## src/rtl/pc_fetch_unit.sv

```systemverilog
// pc_fetch_unit: program counter owner and single-outstanding instruction fetcher
//
// Ports:
//   clk, rst                    clock (rising edge), asynchronous active-high reset
//   BrTaken, Jump, Target       redirect request from branch comparator / execute
//   Stall                       downstream not ready; hold the current instruction
//   imem_req, imem_addr         one-cycle fetch request and its address
//   imem_rvalid, imem_rdata     fetch response
//   inst_valid, inst, inst_pc   held instruction presented to decode
//   pc_plus4                    inst_pc + 4 (link value)
//   misalign                    one-cycle pulse after a redirect to an unaligned target
//   fetch_err                   sticky fetch timeout flag
//   instret                     retired-instruction counter
module pc_fetch_unit #(
    parameter logic [31:0] RESET_PC = 32'h0000_0000,
    parameter int          TIMEOUT  = 16,
    parameter int          CNT_W    = 32
) (
    input  logic             clk,
    input  logic             rst,
    input  logic             BrTaken,
    input  logic             Jump,
    input  logic [31:0]      Target,
    input  logic             Stall,
    output logic             imem_req,
    output logic [31:0]      imem_addr,
    input  logic             imem_rvalid,
    input  logic [31:0]      imem_rdata,
    output logic             inst_valid,
    output logic [31:0]      inst,
    output logic [31:0]      inst_pc,
    output logic [31:0]      pc_plus4,
    output logic             misalign,
    output logic             fetch_err,
    output logic [CNT_W-1:0] instret
);
    localparam int WC_W = $clog2(TIMEOUT);

    typedef enum logic [1:0] {ISSUE, WAIT, HOLD, ERR} state_t;

    state_t          state, state_nxt;
    logic [31:0]     pc;
    logic [31:0]     next_pc;
    logic [WC_W-1:0] wait_cnt;
    logic            retire;
    logic            redirect;
    logic            timeout;

    assign pc_plus4 = inst_pc + 32'd4;
    assign retire   = (state == HOLD) && !Stall;
    assign redirect = BrTaken | Jump;
    assign next_pc  = redirect ? {Target[31:2], 2'b00} : pc_plus4;
    assign timeout  = wait_cnt == WC_W'(TIMEOUT - 1);

    always_ff @(posedge clk or posedge rst) begin
        if (rst)
            state <= ISSUE;
        else
            state <= state_nxt;
    end

    // A response arriving on the timeout cycle still wins over the error.
    always_comb begin
        state_nxt = state;
        case (state)
            ISSUE:   state_nxt = WAIT;
            WAIT:    state_nxt = imem_rvalid ? HOLD : (timeout ? ERR : WAIT);
            HOLD:    state_nxt = Stall ? HOLD : ISSUE;
            default: state_nxt = ERR;
        endcase
    end

    always_comb begin
        imem_req   = state == ISSUE;
        imem_addr  = pc;
        inst_valid = state == HOLD;
    end

    always_ff @(posedge clk or posedge rst) begin
        if (rst) begin
            pc        <= RESET_PC;
            inst      <= 32'h0000_0013;
            inst_pc   <= RESET_PC;
            wait_cnt  <= '0;
            misalign  <= 1'b0;
            fetch_err <= 1'b0;
            instret   <= '0;
        end else begin
            wait_cnt <= (state == WAIT) ? wait_cnt + WC_W'(1) : '0;
            if (state == WAIT && imem_rvalid) begin
                inst    <= imem_rdata;
                inst_pc <= pc;
            end
            if (retire) begin
                pc      <= next_pc;
                instret <= instret + CNT_W'(1);
            end
            misalign <= retire && redirect && (Target[1:0] != 2'b00);
            if (state_nxt == ERR)
                fetch_err <= 1'b1;
        end
    end
endmodule

```

## config.mk

```make
export PLATFORM = sky130hd
export DESIGN_NAME = pc_fetch_unit
export DESIGN_NICKNAME = d
export VERILOG_FILES = /design/src/rtl/pc_fetch_unit.sv
export SDC_FILE = /design/constraint.sdc
export NUM_CORES = 1
export LEC_CHECK = 0
export BUFFER_PORTS_ARGS = -buffer_cell sky130_fd_sc_hd__buf_4
export CAP_MARGIN = 30
export CORE_MARGIN = 2
export CORE_UTILIZATION = 44
export CTS_CLUSTER_SIZE = 24
export DETAILED_ROUTE_END_ITERATION = 7
export PLACE_DENSITY = 0.8
export SLEW_MARGIN = 20
export SYNTH_ARGS = -nofsm -noshare
export SYNTH_HDL_FRONTEND = slang
export SYNTH_SLANG_ARGS = --single-unit
```

## constraint.sdc

```tcl
create_clock -name clk -period 3.7 [get_ports clk]
set_input_delay 0 -clock clk [delete_from_list [all_inputs] [get_ports clk]]
set_output_delay 0 -clock clk [all_outputs]
set_load 0.01 [all_outputs]
```

==> flow_summary_export.csv <==
group,metric,value,unit
setup_path,critPathTopFamily,"simple AND/OR/NAND/NOR gates",
timing,min_period_over_period,68.89,%
logic_synthesis,synthSimpleGateAreaFrac,14.68,%
cells_and_area,nets,889,
job,max_cap_viol_count,0,
logic_synthesis,ys_warn_count,0,
setup_path,worstPathMaxFanout,7,
routing,dr_total_vias,5319,
logic_synthesis,synth_top_cells_by_area,"dfrtp_1 (55%), mux2_2 (12%), xnor2_1 (6.7%)",
cells_and_area,antennaDiodeCount,0,
grt,grt_pass1_wl,28640,µm
timing,worst_hold_slack,0.02664,ns
logic_synthesis,synth.most_common_cell,"dfrtp_1",
clock_tree,htree_levels,4,
logic_synthesis,ys_top_cells_by_count,"dfrtp_1 (133), mux2_2 (64), nand2_1 (50)",
timing,fmax,392.3,MHz
setup_path,cp_num_buf_inv,1,
place,dp.cells,902,
clock_tree,cts_root_buf,"clkbuf_16",
floorplanning,core,13350,µm²
grt,grt_use_total,25.58,%
power_and_ir_drop,power_density,378.2,nW/µm²
floorplanning,fp.dieW,121.3,µm
setup_path,cp.arrival,2.55,ns
status,status,"complete, no violations",
logic_synthesis,synth_mux_area_share,12.56,%
logic_synthesis,synth_edf_count,0,
place,place_congestion,0.8342,
routing,viasPerCell,5.293,
logic_synthesis,synthAdderAreaFrac,0.6196,%
clock_tree,numCtsBuffers,17,
grt,grt_max_degree,113,
timing,rsz0062_at_grt,"false",
logic_synthesis,synth-xor-area-share,8.819,%
logic_synthesis,syn-mean-instance-area,11.83,µm²
power_and_ir_drop,irDropWorstVdd,0.2597,mV
clock_tree,cts.sinks,136,
timing,final_hold_viol_count,0,
routing,drt-total-wl,18660,µm
setup_path,cpPeakStageDelay,0.46,ns
routing,drc,0,
clock_tree,path_clk_slew,0.06,ns
logic_synthesis,synthArstFlopShare,100.0,%
place,dp.final_hpwl,12490,µm
logic_synthesis,ys_types,36,
logic_synthesis,synth.largest_area_cell,"dfrtp_1",
floorplanning,core.rowCount,42,
place,portBuffers,233,
routing,dr.pass1.iters,5,
logic_synthesis,synth_top_family_by_area,"simple AND/OR/NAND/NOR gates",
floorplanning,initial_utilization,45.39,%
floorplanning,dieArea,14720,µm²
routing,drtIter0Drc,403,
floorplanning,die_h,121.3,µm
cells_and_area,drive_gt1_share,41.74,%
clock_tree,cts-resized-gates,0,
setup_path,endpoint_kind,"output port",
timing,skew,0.008666,ns
cells_and_area,syn2layout_area_growth,54.44,%
clock_tree,cts_tree,"yes",
worst_hold_path,min_path_type,"primary input to flip-flop",
logic_synthesis,ys_dominant_reg_cell,"dfrtp_1",
timing,period_needed,2.549,ns
logic_synthesis,syn_nets,585,
logic_synthesis,synth.cell_area,6058,µm²
timing,slew-limit-headroom,38.36,%
setup_path,worstSetupPathType,"flip-flop to output port",
grt,antenna_found_initial,0,
setup_path,required,3.70,ns
setup_path,start_kind,"flip-flop",
clock_tree,clock_path_buffers,2,
timing,setup_viol,0,
timing,fin_setup_tns,0,ns
routing,drtAntennaViolNets,0,
logic_synthesis,yosysSeqAreaShare,56.24,%
setup_path,slowest_stage,"dfrtp_1",
cells_and_area,layout.cells.non_filler,1005,
routing,avgRoutedWirePerCell,18.57,µm
logic_synthesis,synth_seq_cells,136,
grt,grt_pass1_vias,5435,
timing,tightest_slew,0.9214,ns
timing,maxSlewViolCount,0,
logic_synthesis,yosysTopAreaCellShare,54.94,%
power_and_ir_drop,leakagePower,4.837,nW
grt,grt_overflow,0,
floorplanning,io_pins,234,
setup_path,critical_path.cell_chain,"ha_1 -> and4_1 -> and4b_1 -> and2_1 -> nand4_1 -> xnor2_1 -> buf_4",
logic_synthesis,synth_cells,512,
clock_tree,clock_latency,0.42,ns
logic_synthesis,synth-compound-area-share,4.936,%
[path summary, 6_finish.rpt]
kind / startpoint / endpoint / slack, ns / depth (start not counted)
max: inst_pc[2] / pc_plus4[28] / 1.15 / 7
min in group asynchronous: rst / inst[31] / 0.31 / 3
min: Target[17] / imem_addr[17] / 0.03 / 3
max reg2reg: inst_pc[2] / imem_addr[28] / 1.38 / 7
max in group asynchronous: rst / instret[0] / 2.51 / 4
min reg2reg: wait_cnt[0] / wait_cnt[0] / 0.47 / 1
[logic make-up (layout without fill, tap and decap cells)]
group	count (synthesis)	count (layout)
xor gates and xnor gates	61	61
and+or+nand+nor	173	173
DFF	136	136
AOI/OAI and AO/OA	43	43
adders and majority gates	3	3
muxes	68	68
buffers and inverters	28	345
[what timing repair did]
item                       4_1_cts  5_1_grt
buffers inserted                 0        0
hold endpoints to repair       175        0
hold buffers                    71        0
setup endpoints to repair        0        0
[metal layers]
metal / global-route usage (%) / share of wire [%] / vias to the layer above
li1: - / - / 2404
met5: 0 / 0 / -
met4: 10.92 / 2.1 / 0
met1: 31.21 / 40 / 2644
met2: 42.87 / 51 / 236
met3: 6.720 / 6.9 / 35
[metrics by stage]
step / power [W] / cell area [µm²] / setup WS (ns) / util, %
6_report: 0.003538 / 9356 / 1.151 / 70.10
5_1_grt: 0.003649 / 9356 / 1.023 / 70.10
4_1_cts: 0.003561 / 9354 / 1.240 / 70.08
3_5_place_dp: 0.001621 / 7979 / 1.453 / 59.78
3_3_place_gp: 0.001617 / 7979 / 1.528 / 59.78
2_1_floorplan: 0.001549 / 6058 / 0.06551 / -
[cells in the final DEF (no fill, tap or decap), types with 2 or more instances in the layout]
| cell | instances |
|---|---|
| and4b_1 | 3 |
| nor2b_2 | 2 |
| inv_1 | 2 |
| dlygate4sd3_1 | 71 |
| mux2_2 | 64 |
| nor2_1 | 32 |
| and2_1 | 4 |
| nand2_1 | 49 |
| o21ai_0 | 12 |
| buf_4 | 238 |
| nand2b_1 | 3 |
| and3_1 | 24 |
| bufinv_16 | 5 |
| nor3_1 | 2 |
| nand4_1 | 13 |
| dfrtp_1 | 133 |
| mux2i_1 | 4 |
| and4_1 | 5 |
| nand3_1 | 27 |
| o21ai_1 | 11 |
| xnor2_1 | 46 |
| dfstp_2 | 3 |
| a221o_1 | 16 |
| a21oi_1 | 2 |
| ha_1 | 3 |
| xor2_1 | 15 |
| clkinvlp_4 | 4 |
| clkbuf_16 | 17 |
| clkbuf_8 | 3 |
[flip-flops by register name (all words and copies together) (netlist names)]
| register | count |
|---|---|
| fetch_err | 1 |
| imem_addr | 32 |
| inst | 32 |
| inst_pc | 32 |
| instret | 32 |
| misalign | 1 |
| state | 2 |
| wait_cnt | 4 |
[power breakdown]
group | internal (W) | total, W | leakage, nW | switching, W
Sequential | 0.00149 | 0.00149 | 1.87 | 0
Clock | 0.00125 | 0.00189 | 0.312 | 0.000637
Combinational | 0.0000980 | 0.000164 | 2.65 | 0.0000661
[layout make-up]
class                   instances  area, µm²
clock buffers                  21      470.5
clock inverters                11      193.9
fillers                       950       3991
inverters                       3      18.77
multi-input cells             348       2529
flip-flops and latches        136       3407
well taps                     176      220.2
repair buffers                310       2517
[tightest hold or removal path, cell delays in order]
cell and delay, ns:
buf_4 0.08, and3_1 0.18, a221o_1 0.14
(Power assumes the default switching activity.)
